File: config.mk
export PLATFORM = sky130hd
export DESIGN_NAME = sprite_pos_ctrl
export DESIGN_NICKNAME = d
export VERILOG_FILES = /design/src/rtl/sprite_pos_ctrl.sv
export SDC_FILE = /design/constraint.sdc
export NUM_CORES = 1
export LEC_CHECK = 0
export BUFFER_PORTS_ARGS = -buffer_cell sky130_fd_sc_hd__buf_2
export CORE_UTILIZATION = 33
export CTS_BUF_LIST = sky130_fd_sc_hd__clkbuf_4
export DETAILED_ROUTE_END_ITERATION = 8
export PLACE_DENSITY_LB_ADDON = 0.15
export SETUP_SLACK_MARGIN = 0.02
export SLEW_MARGIN = 20
export SYNTH_ARGS = -nofsm -noshare
export SYNTH_HDL_FRONTEND = slang
export SYNTH_SLANG_ARGS = --single-unit
File: constraint.sdc
create_clock -name clock -period 4.5 [get_ports clock]
set_input_delay 0.225 -clock clock [delete_from_list [all_inputs] [get_ports clock]]
set_output_delay 0.225 -clock clock [all_outputs]
set_load 0.01 [all_outputs]
File: src/rtl/sprite_pos_ctrl.sv
// Sprite position controller: on each frame_start it fetches one accelerometer
// sample, derives a clamped target from the screen centre and slews toward it.
module sprite_pos_ctrl #(
  parameter int H_ACTIVE = 640,
  parameter int V_ACTIVE = 480,
  parameter int SPRITE   = 13,
  parameter int MARGIN   = 8,
  parameter int MAX_STEP = 64,
  parameter int TIMEOUT  = 255
) (
  input  logic       clock,
  input  logic       reset,
  input  logic       frame_start,
  input  logic       sample_ack,
  input  logic [9:0] smooth_outx,
  input  logic [9:0] smooth_outy,
  output logic       sample_req,
  output logic [9:0] sprite_col,
  output logic [9:0] sprite_row,
  output logic       pos_valid,
  output logic       busy,
  output logic       overrun,
  output logic       timeout_err,
  output logic [9:0] frame_count
);

  localparam int CX     = (H_ACTIVE - SPRITE + 1) / 2;
  localparam int CY     = (V_ACTIVE - SPRITE + 1) / 2;
  localparam int X_MAX  = H_ACTIVE - SPRITE - MARGIN;
  localparam int Y_MAX  = V_ACTIVE - SPRITE - MARGIN;
  localparam int WAIT_W = $clog2(TIMEOUT + 1);

  localparam logic signed [11:0] CX_S    = 12'(CX);
  localparam logic signed [11:0] CY_S    = 12'(CY);
  localparam logic signed [11:0] MIN_S   = 12'(MARGIN);
  localparam logic signed [11:0] X_MAX_S = 12'(X_MAX);
  localparam logic signed [11:0] Y_MAX_S = 12'(Y_MAX);
  localparam logic signed [11:0] STEP_S  = 12'(MAX_STEP);
  localparam logic [WAIT_W-1:0]  WAIT_LAST = WAIT_W'(TIMEOUT - 1);

  typedef enum logic [1:0] {
    IDLE = 2'd0,
    REQ  = 2'd1,
    CALC = 2'd2,
    STEP = 2'd3
  } state_t;

  state_t            state_r;
  state_t            state_s;
  logic              ack_take_s;
  logic              timeout_s;
  logic [WAIT_W-1:0] wait_cnt_r;
  logic [9:0]        sx_r;
  logic [9:0]        sy_r;
  logic signed [11:0] tx_r;
  logic signed [11:0] ty_r;
  logic              sample_req_r;
  logic [9:0]        sprite_col_r;
  logic [9:0]        sprite_row_r;
  logic              pos_valid_r;
  logic              busy_r;
  logic              overrun_r;
  logic              timeout_err_r;
  logic [9:0]        frame_count_r;

  function automatic logic signed [11:0] clamp12(
    input logic signed [11:0] v,
    input logic signed [11:0] lo,
    input logic signed [11:0] hi
  );
    if (v < lo) begin
      return lo;
    end else if (v > hi) begin
      return hi;
    end else begin
      return v;
    end
  endfunction

  // Slew limit: jump straight to target when within one step, else move one step.
  function automatic logic [9:0] step_axis(
    input logic [9:0]         cur,
    input logic signed [11:0] tgt
  );
    logic signed [11:0] diff;
    diff = tgt - $signed({2'b00, cur});
    if (diff > STEP_S) begin
      return cur + 10'(MAX_STEP);
    end else if (diff < -STEP_S) begin
      return cur - 10'(MAX_STEP);
    end else begin
      return tgt[9:0];
    end
  endfunction

  // FSM state register.
  always_ff @(posedge clock or posedge reset) begin
    if (reset) begin
      state_r <= IDLE;
    end else begin
      state_r <= state_s;
    end
  end

  // Next-state logic plus the ack-capture and timeout strobes.
  always_comb begin
    state_s    = state_r;
    ack_take_s = 1'b0;
    timeout_s  = 1'b0;
    case (state_r)
      IDLE: begin
        if (frame_start) begin
          state_s = REQ;
        end else begin
          state_s = IDLE;
        end
      end
      REQ: begin
        if (sample_ack) begin
          state_s    = CALC;
          ack_take_s = 1'b1;
        end else if (wait_cnt_r == WAIT_LAST) begin
          state_s   = IDLE;
          timeout_s = 1'b1;
        end else begin
          state_s = REQ;
        end
      end
      CALC:    state_s = STEP;
      STEP:    state_s = IDLE;
      default: state_s = IDLE;
    endcase
  end

  // Datapath and registered outputs.
  always_ff @(posedge clock or posedge reset) begin
    if (reset) begin
      wait_cnt_r    <= '0;
      sx_r          <= 10'd0;
      sy_r          <= 10'd0;
      tx_r          <= CX_S;
      ty_r          <= CY_S;
      sample_req_r  <= 1'b0;
      sprite_col_r  <= 10'(CX);
      sprite_row_r  <= 10'(CY);
      pos_valid_r   <= 1'b0;
      busy_r        <= 1'b0;
      overrun_r     <= 1'b0;
      timeout_err_r <= 1'b0;
      frame_count_r <= 10'd0;
    end else begin
      sample_req_r <= (state_s == REQ);
      busy_r       <= (state_s != IDLE);
      overrun_r    <= frame_start && (state_r != IDLE);
      pos_valid_r  <= (state_r == STEP);

      if ((state_r == REQ) && !sample_ack) begin
        wait_cnt_r <= wait_cnt_r + WAIT_W'(1);
      end else begin
        wait_cnt_r <= '0;
      end

      if (ack_take_s) begin
        sx_r <= smooth_outx;
        sy_r <= smooth_outy;
      end

      // Offsets are sign-extended before adding so the clamp sees true negatives.
      if (state_r == CALC) begin
        tx_r <= clamp12(CX_S + $signed({{2{sx_r[9]}}, sx_r}), MIN_S, X_MAX_S);
        ty_r <= clamp12(CY_S + $signed({{2{sy_r[9]}}, sy_r}), MIN_S, Y_MAX_S);
      end

      if (state_r == STEP) begin
        sprite_col_r  <= step_axis(sprite_col_r, tx_r);
        sprite_row_r  <= step_axis(sprite_row_r, ty_r);
        frame_count_r <= frame_count_r + 10'd1;
        timeout_err_r <= 1'b0;
      end else if (timeout_s) begin
        timeout_err_r <= 1'b1;
      end
    end
  end

  assign sample_req  = sample_req_r;
  assign sprite_col  = sprite_col_r;
  assign sprite_row  = sprite_row_r;
  assign pos_valid   = pos_valid_r;
  assign busy        = busy_r;
  assign overrun     = overrun_r;
  assign timeout_err = timeout_err_r;
  assign frame_count = frame_count_r;

endmodule

# == Yosys cells after proc, flatten, opt, wreduce, memory -nomap -nowiden ==
# Cells that the tools add are included.
# classes
addsub,10
order_cmp,8
eq_ne,5
muxes,20
reduce_logical,7
# op_table
cell,n
2-to-1 mux 12 bit,4
2-to-1 mux 10 bit,4
greater-than comparator 12 x 8 -> 1 bit (second input constant),2
< comparator 12 x 7 -> 1 bit (second input constant),2
subtractor 12 x 11 -> 12 bit,2
< comparator 11 x 5 -> 1 bit (second input constant),2
adder 10 x 7 -> 10 bit (second input constant),2
subtractor 10 x 7 -> 10 bit (second input constant),2
adder 10 x 10 -> 11 bit (first input constant),1
adder 9 x 10 -> 11 bit (first input constant),1
greater-than comparator 11 x 10 -> 1 bit (second input constant),1
greater-than comparator 11 bit (second input constant),1
adder 10 x 1 -> 10 bit (second input constant),1
2-to-1 mux 1 bit,9
adder 8 x 1 -> 8 bit (second input constant),1
== test 8 bit (second input constant),1
2-to-1 mux 8 bit,1
one-hot mux 2 bit (4 select lines),1
nonzero test 2 bit,3
== test 2 x 1 -> 1 bit (second input constant),2
== test 2 bit (second input constant),2
logical AND 1 bit,2
logical NOT 2 bit,1
2-to-1 mux 2 bit,1
logical NOT 1 bit,1
# totals
register_bits,89
inputBits,24

# == Logic depth before layout (Yosys ltp) ==
# Gate-level depths: netlist (run 1).
# depth
word_depth,6
depth_mapped,11

# == Worst setup path before layout (run 1) ==
# OpenSTA, ideal clock, no wires.
# synth_timing
kind,reg2reg
start,register sprite_col_r[8] (netlist: sprite_col[8])
end,register sprite_col_r[0] (netlist: sprite_col[0])
arrival_ns,2.949
required_ns,4.372
path_slack_ns,1.424
path_stages_with_launch,12
cell_sequence,dfstp_2 > clkbuf_1 > inv_1 > ha_1 > a21oi_1 > nand2_1 > and4b_1 > nor3_1 > o221ai_1 > nor4_2 > o21ai_2 > mux2_1
# synth_via
elab_chain_len,4
# synth_rtl
element,line_no,text
from (decl),58,logic [9:0] sprite_col_r;
from (signal assigned),144,sprite_col_r <= 10'(CX);
from (signal assigned),175,"sprite_col_r <= step_axis(sprite_col_r, tx_r);"
subtractor 12 x 11 -> 12 bit *,86,"diff = tgt - $signed({2'b00, cur});"
< comparator 12 x 7 -> 1 bit,89,end else if (diff < -STEP_S) begin
2-to-1 mux 10 bit,89,
2-to-1 mux 10 bit *,87,if (diff > STEP_S) begin
# Every way passes the cells marked *; elsewhere a longest branch is shown, timed or not.
# A chain may end at the register's enable or synchronous reset.

# == Worst setup path in the final report (run 1) ==
# Same ends and word-level chain as after synthesis.

==> results.cfg, run 1 <==
[outcome]
outcome = finished clean

[worst_setup_path]
critical_path_arrival_ns = 3.75
crit_buf_inv = 1
cp_top_family = compound AO/OA/AOI/OAI gates
crit_type = reg -> reg
crit_path_end_kind = flip-flop
slowest_delay_ns = 0.65
crit_chain = inv_1 -> ha_1 -> a21oi_1 -> o21ai_0 -> or2_1 -> o211ai_1 -> o221ai_1 -> nor4_2 -> o21ai_2 -> mux2_1
critical_path.slowest_cell = dfstp_2
start_kind = flip-flop
cp_max_fo = 10
critPathRequiredTime_ns = 4.86

[route]
wl_um = 11900
route.vias.total = 4364
drt.antenna.violating_nets = 0
drt_iter0_markers = 252
routed_via_density = 5.05
drt-pass1-iter-count = 5
drc = 0
wl_per_cell_um = 13.8

[finish]
multi_input_area_mm2 = 0.00304
fin_util = 0.399
nNetsFinal = 700
drive_gt1_frac = 0.204
regArea_mm2 = 0.00220
area_growth_pct = 16.8
fillCellCount = 1689
final_cells = 865

[sta]
tightest_slew_ns = 0.867
setup-tns-final_ns = 0
finalHoldViolations = 0
fin_crit_ns = 3.39
finalSetupViolations = 0
fmax_mhz = 295
period_share = 0.754
drv_slew = 0
worst_clock_skew_ns = 0.0128
rsz0062_at_grt = no
max-slew-margin-rel = 0.414
whs_ns = 0.162

[cts]
cts_sinks = 87
cts_made_buffers = 9
cts_tree = built
cts_setup_buffers = 0
root_buffer = clkbuf_4
htree_levels = 3
clkTransAtPathRegs_ns = 0.15
clk-insertion-delay-late_ns = 0.46
cts_buffer_depth = 2

[die]
die-width_um = 131
ios = 59
core_mm2 = 0.0160
die_h_um = 131
row_count = 46
fp.dieArea_mm2 = 0.0171
start_util = 0.341

[global_routing]
overflow = 0
grtUsageTotal = 0.152
grt_pass1_vias = 4228
grt_pass1_wl_um = 20500
antenna_found_initial = 1
grt_max_degree = 46

[logic_synthesis]
synthCells = 562
synth_area_per_cell_um2 = 9.72
ys_ff_latch = 87
synth_flop_cell = dfrtp_1
synth_edf_count = 0
netlist_top_cells_area = dfrtp_1 (31%), dfstp_2 (9.6%), ha_1 (7.1%)
ys_seq_area_frac = 0.403
yosysUniqueCellTypes = 72
synthesis.nets = 619
async_flop_share = 1.00
synth_top_area_share = 0.307
synth.largest_area_cell = dfrtp_1
synth_area_mm2 = 0.00546
yosysWarnings = 0

[power_and_ir_drop]
powerDensity_mw_per_mm2 = 784
p_leak_uw = 0.00285
total_power_uw = 5000
peakVddDrop_mv = 0.318

[place]
io_buffers = 58
dp.cells = 825
dp_hpwl_um = 8900
gp_routability_congestion = 0.868

[worst_hold_path]
hold_path_class = in -> reg

[flow_run]
cap_viol_max_count = 0
cell families after synthesis:
group                      share of synthesized area
DFF                                            0.403
muxes                                         0.0747
xor gates and xnor gates                      0.0657
adders and majority gates                     0.0783
and+or+nand+nor                                0.158
AOI/OAI and AO/OA                              0.180
buffers and inverters                         0.0396
cells in the final DEF, fill, tap and decap left out, types with 6 or more instances in the layout:
master / netlist / final
a21oi_1: 24 / 24
o22ai_1: 8 / 8
o21ai_0: 22 / 22
nor3_1: 10 / 10
dfrtp_1: 67 / 67
dfstp_2: 20 / 20
o21ai_1: 6 / 6
o211ai_1: 10 / 10
clkbuf_4: 0 / 9
nor2_1: 47 / 47
mux2_2: 20 / 20
nor2b_1: 7 / 7
xor2_1: 17 / 17
a21o_1: 6 / 6
nand2_1: 39 / 39
nand3_1: 17 / 17
o21a_1: 8 / 8
and3_1: 9 / 9
dlygate4sd3_1: 0 / 22
mux2_1: 6 / 6
xnor2_1: 24 / 24
inv_1: 45 / 44
ha_1: 31 / 31
buf_2: 1 / 58
report_power, final:
part | switching (uW) | total, uW | internal, uW
clock | 288 | 515 | 226
combinational | 1740 | 3050 | 1310
sequential | 321 | 1440 | 1120
through the flow:
stage	setup slack [ns]	instance area [um2]
floorplan	1.42	5460
global placement	1.25	5980
detailed placement	1.20	5980
CTS	1.15	6370
global route	0.859	6380
finish	1.11	6380
state kept, by name, summed over array words and instances, names as in the netlist:
register / flops
sprite_col: 10
sample_req: 1
wait_cnt_r: 8
timeout_err: 1
pos_valid: 1
busy: 1
sy_r: 10
frame_count: 10
state_r: 2
tx_r: 11
sprite_row: 10
sx_r: 10
ty_r: 11
overrun: 1
worst register-to-register path, cell delays in order, from the launching register on:
cell and delay, ns:
dfstp_2 0.65, inv_1 0.06, ha_1 0.37, a21oi_1 0.26
o21ai_0 0.17, or2_1 0.25, o211ai_1 0.17, o221ai_1 0.33
nor4_2 0.44, o21ai_2 0.21, mux2_1 0.38
layout make-up:
class,count,share of cell area
repair buffers,82,0.0830
flip-flops and latches,87,0.345
well taps,216,0.0424
inverters,45,0.0267
clock inverters,7,0.0147
diodes,1,0.000392
multi-input cells,418,0.477
clock buffers,9,0.0106
cells in the mapped netlist (7+ instances only):
cell type and count:
a21oi_1 24, dfstp_2 20, clkbuf_1 8, o211ai_1 10
o21a_1 8, nor3_1 10, xnor2_1 24, nand3_1 17
nor2b_1 7, inv_1 45, nor2_1 47, mux2_2 20
o21ai_0 22, nand2_1 39, o22ai_1 8, dfrtp_1 67
and3_1 9, ha_1 31, xor2_1 17
final timing paths:
kind                       slack (ns)        endpoint  depth (start not counted)      startpoint
max reg2reg                      1.11   sprite_col[0]                         10   sprite_col[8]
max                              1.11   sprite_col[0]                         10   sprite_col[8]
min                              0.16      state_r[0]                          4      sample_ack
min in group asynchronous        0.39   sprite_col[0]                          3           reset
max in group asynchronous        3.04  frame_count[9]                          4           reset
min reg2reg                      0.49  frame_count[9]                          1  frame_count[9]
per-layer routing:
layer	track usage	part of all wire	up-vias
met5	0	0	-
met4	0.0500	0.014	0
met3	0.0338	0.036	18
met2	0.228	0.42	83
met1	0.217	0.53	2067
li1	-	-	2196
what timing repair did:
action                    in CTS  in global routing
hold endpoints to repair      54                  0
hold buffers                  22                  0
gates resized for setup        0                  0
No activity file was read; power rests on OpenSTA's default activity.
==> run 2, diff against run 1 <==
--- a/config.mk
+++ b/config.mk
@@ -5,6 +5,7 @@
 export SDC_FILE = /design/constraint.sdc
 export NUM_CORES = 1
 export LEC_CHECK = 0
+export ABC_AREA = 1
 export BUFFER_PORTS_ARGS = -buffer_cell sky130_fd_sc_hd__buf_2
 export CORE_UTILIZATION = 33
 export CTS_BUF_LIST = sky130_fd_sc_hd__clkbuf_4
==> constraint.sdc (replaced) <==
create_clock -name clock -period 3.4 [get_ports clock]
set_input_delay 0.17 -clock clock [delete_from_list [all_inputs] [get_ports clock]]
set_output_delay 0.17 -clock clock [all_outputs]
set_load 0.01 [all_outputs]
==> run 2 against run 1 <==
  * Highest routed layer unchanged
  * Clock skew is 0.025 ns higher
  * Die area is 6.2% higher
  * Sequential share of layout area is 1.8 points lower
  * Cell count is 28% higher
  * Critical path depth is 5 higher
  * Worst hold slack better by 0.13 ns
  * Via count is 12% higher
  * Register-to-register slack worse by 0.39 ns
==> results.cfg, run 2 <==
[outcome]
outcome = finished clean

[finish]
area_growth_pct = 15.9
fillCellCount = 1816
fin_util = 0.390
drive_gt1_frac = 0.194
nNetsFinal = 933
top_regs = tx_r: 11 flops, ty_r: 11 flops
final_cell_mix = nand2_1 (247), inv_1 (124), dfrtp_1 (67), nand3_1 (64), buf_2 (58)
final_common_cell = nand2_1
final_cells = 1107

[cts]
cts_buffer_depth = 2
cts_sinks = 87
cts_made_buffers = 9
htree_levels = 3
cts_tree = built
clkTransAtPathRegs_ns = 0.19
cts_setup_buffers = 0
clk-insertion-delay-late_ns = 0.48
root_buffer = clkbuf_4

[place]
io_buffers = 58
dp_hpwl_um = 10300
gp_routability_congestion = 0.820
dp.cells = 1067

[worst_setup_path]
cpMostUsedCell = nand2_1
slowest_delay_ns = 0.61
critical_path_arrival_ns = 3.08
critPathRequiredTime_ns = 3.80
crit_type = reg -> reg
cp_max_fo = 11
critical_path.slowest_cell = dfstp_2
r2r_cells = 15
reg2reg_slack_ns = 0.72
worstReg2RegStart = sprite_row[6]
crit_path_end_kind = flip-flop
crit_end = sprite_row[4]
start_kind = flip-flop
crit_chain = inv_1 -> ha_1 -> nand2_1 -> inv_1 -> a21oi_1 -> nand2_1 -> nand2_1 -> nand2_2 -> nor2b_1 -> nand3_2 -> nand2_4 -> nand2_4 -> nor2_4 -> nand2_1 -> o21ai_1
crit_path_start = sprite_row[6]
reg2reg_to = sprite_row[4]

[sta]
period_share = 0.788
max-slew-margin-rel = 0.513
worst_clock_skew_ns = 0.0379
fmax_mhz = 373
setup-tns-final_ns = 0
rsz0062_at_grt = no
finalHoldViolations = 0
whs_ns = 0.296
tightest_slew_ns = 0.730
finalSetupViolations = 0
drv_slew = 0
fin_crit_ns = 2.68

[die]
row_count = 48
ios = 59
start_util = 0.337
fp.dieArea_mm2 = 0.0181
die-width_um = 135
die_h_um = 135
core_mm2 = 0.0172

[logic_synthesis]
synth_top_area_share = 0.289
synth_edf_count = 0
ys_ff_latch = 87
synthesis.nets = 846
yosysMostFrequentCell = nand2_1
synth_area_mm2 = 0.00581
async_flop_share = 1.00
yosysWarnings = 0
synth_area_per_cell_um2 = 7.36
ys_seq_area_frac = 0.379
synth_flop_cell = dfrtp_1
yosysUniqueCellTypes = 39
netlist_top_cells_area = dfrtp_1 (29%), nand2_1 (16%), dfstp_2 (9.0%)
synth.largest_area_cell = dfrtp_1
synthCells = 789
ys_top_cells_by_count = nand2_1 (247), inv_1 (125), dfrtp_1 (67)

[route]
wl_um = 13300
drc = 0
route.vias.total = 4895
wl_per_cell_um = 12.0
drt_iter0_markers = 171
drt.antenna.violating_nets = 0
drt-pass1-iter-count = 7
routed_via_density = 4.42

[power_and_ir_drop]
peakVddDrop_mv = 0.291
total_power_uw = 7250
powerDensity_mw_per_mm2 = 1080
p_leak_uw = 0.00366

[global_routing]
overflow = 0
grt_pass1_wl_um = 22500
grtUsageTotal = 0.158
grt_pass1_vias = 4625
grt_max_degree = 41
antenna_found_initial = 1

[worst_hold_path]
hold_path_class = in -> async

[flow_run]
cap_viol_max_count = 0
## run 2: changes by cell type after synthesis, sizes merged, moves of 9 or more
cell    before  now
inv         45  136
nand3       17   68
nand2       39  279
mux2        31    0
o211ai      10    1
xnor2       24    8
and3         9    0
o21ai       30   43
## run 2: worst max-delay path, delay by kind of cell (launching register included)
| family | cells | cell delay (ns) |
|---|---|---|
| AO/OA/AOI/OAI | 2 | 0.26 |
| adder cells (fa/ha/maj) | 1 | 0.36 |
| buffers and inverters | 2 | 0.15 |
| flip-flops | 1 | 0.61 |
| AND/OR/NAND/NOR | 10 | 1.24 |
## run 2: how the worst min path moves through the flow
stage / to / slack, ns / cells past startpoint
floorplan: sx_r[0] / 0.29 / 2
global placement: wait_cnt_r[3] / 0.32 / 2
detailed placement: wait_cnt_r[2] / 0.32 / 2
CTS: wait_cnt_r[2] / 0.31 / 3
global route: wait_cnt_r[2] / 0.33 / 3
finish: wait_cnt_r[2] / 0.30 / 3
## run 2: cells by family (layout without fill, tap and decap cells)
logic type / Yosys count / count (layout) / synth area share
other: 0 / 1 / 0
adder cells (fa/ha/maj): 33 / 33 / 0.0737
AO/OA/AOI/OAI: 73 / 73 / 0.0808
AND/OR/NAND/NOR: 420 / 420 / 0.323
flip-flops: 87 / 87 / 0.379
XOR/XNOR: 29 / 29 / 0.0437
buffers and inverters: 147 / 239 / 0.100
## run 2: timing repair
action	in CTS	in global routing
hold buffers	23	0
hold endpoints to repair	57	0
resized for setup	0	0
## run 2: cell type report
cell class | count | area (um2) | share of cell area
clock buffers | 9 | 67.6 | 0.0100
inverters | 137 | 515 | 0.0766
repair buffers | 86 | 558 | 0.0829
multi-input cells | 555 | 3030 | 0.450
flip-flops and latches | 87 | 2200 | 0.327
clock inverters | 7 | 75.1 | 0.0112
well taps | 225 | 282 | 0.0418
diodes | 1 | 2.50 | 0.000372
## run 2: stage by stage
stage | setup WS (ns) | area, um2
2_1_floorplan | 1.01 | 5810
3_5_place_dp | 0.696 | 6350
6_report | 0.720 | 6730
5_1_grt | 0.398 | 6730
3_3_place_gp | 0.725 | 6350
4_1_cts | 0.674 | 6730
## run 2: report_power, final
group	leakage, uW	switching [uW]	internal [uW]	total (uW)
Clock	0.0000753	434	175	610
Combinational	0.00251	3050	1740	4800
Sequential	0.00107	356	1490	1850
Total	0.00366	3840	3410	7250
## run 2: per-layer routing
| metal | vias to the layer above | share of wire | track usage |
|---|---|---|---|
| met4 | 0 | 0.013 | 0.0543 |
| met3 | 9 | 0.026 | 0.0233 |
| li1 | 2635 | - | - |
| met5 | - | 0 | 0 |
| met2 | 65 | 0.44 | 0.242 |
| met1 | 2186 | 0.52 | 0.225 |
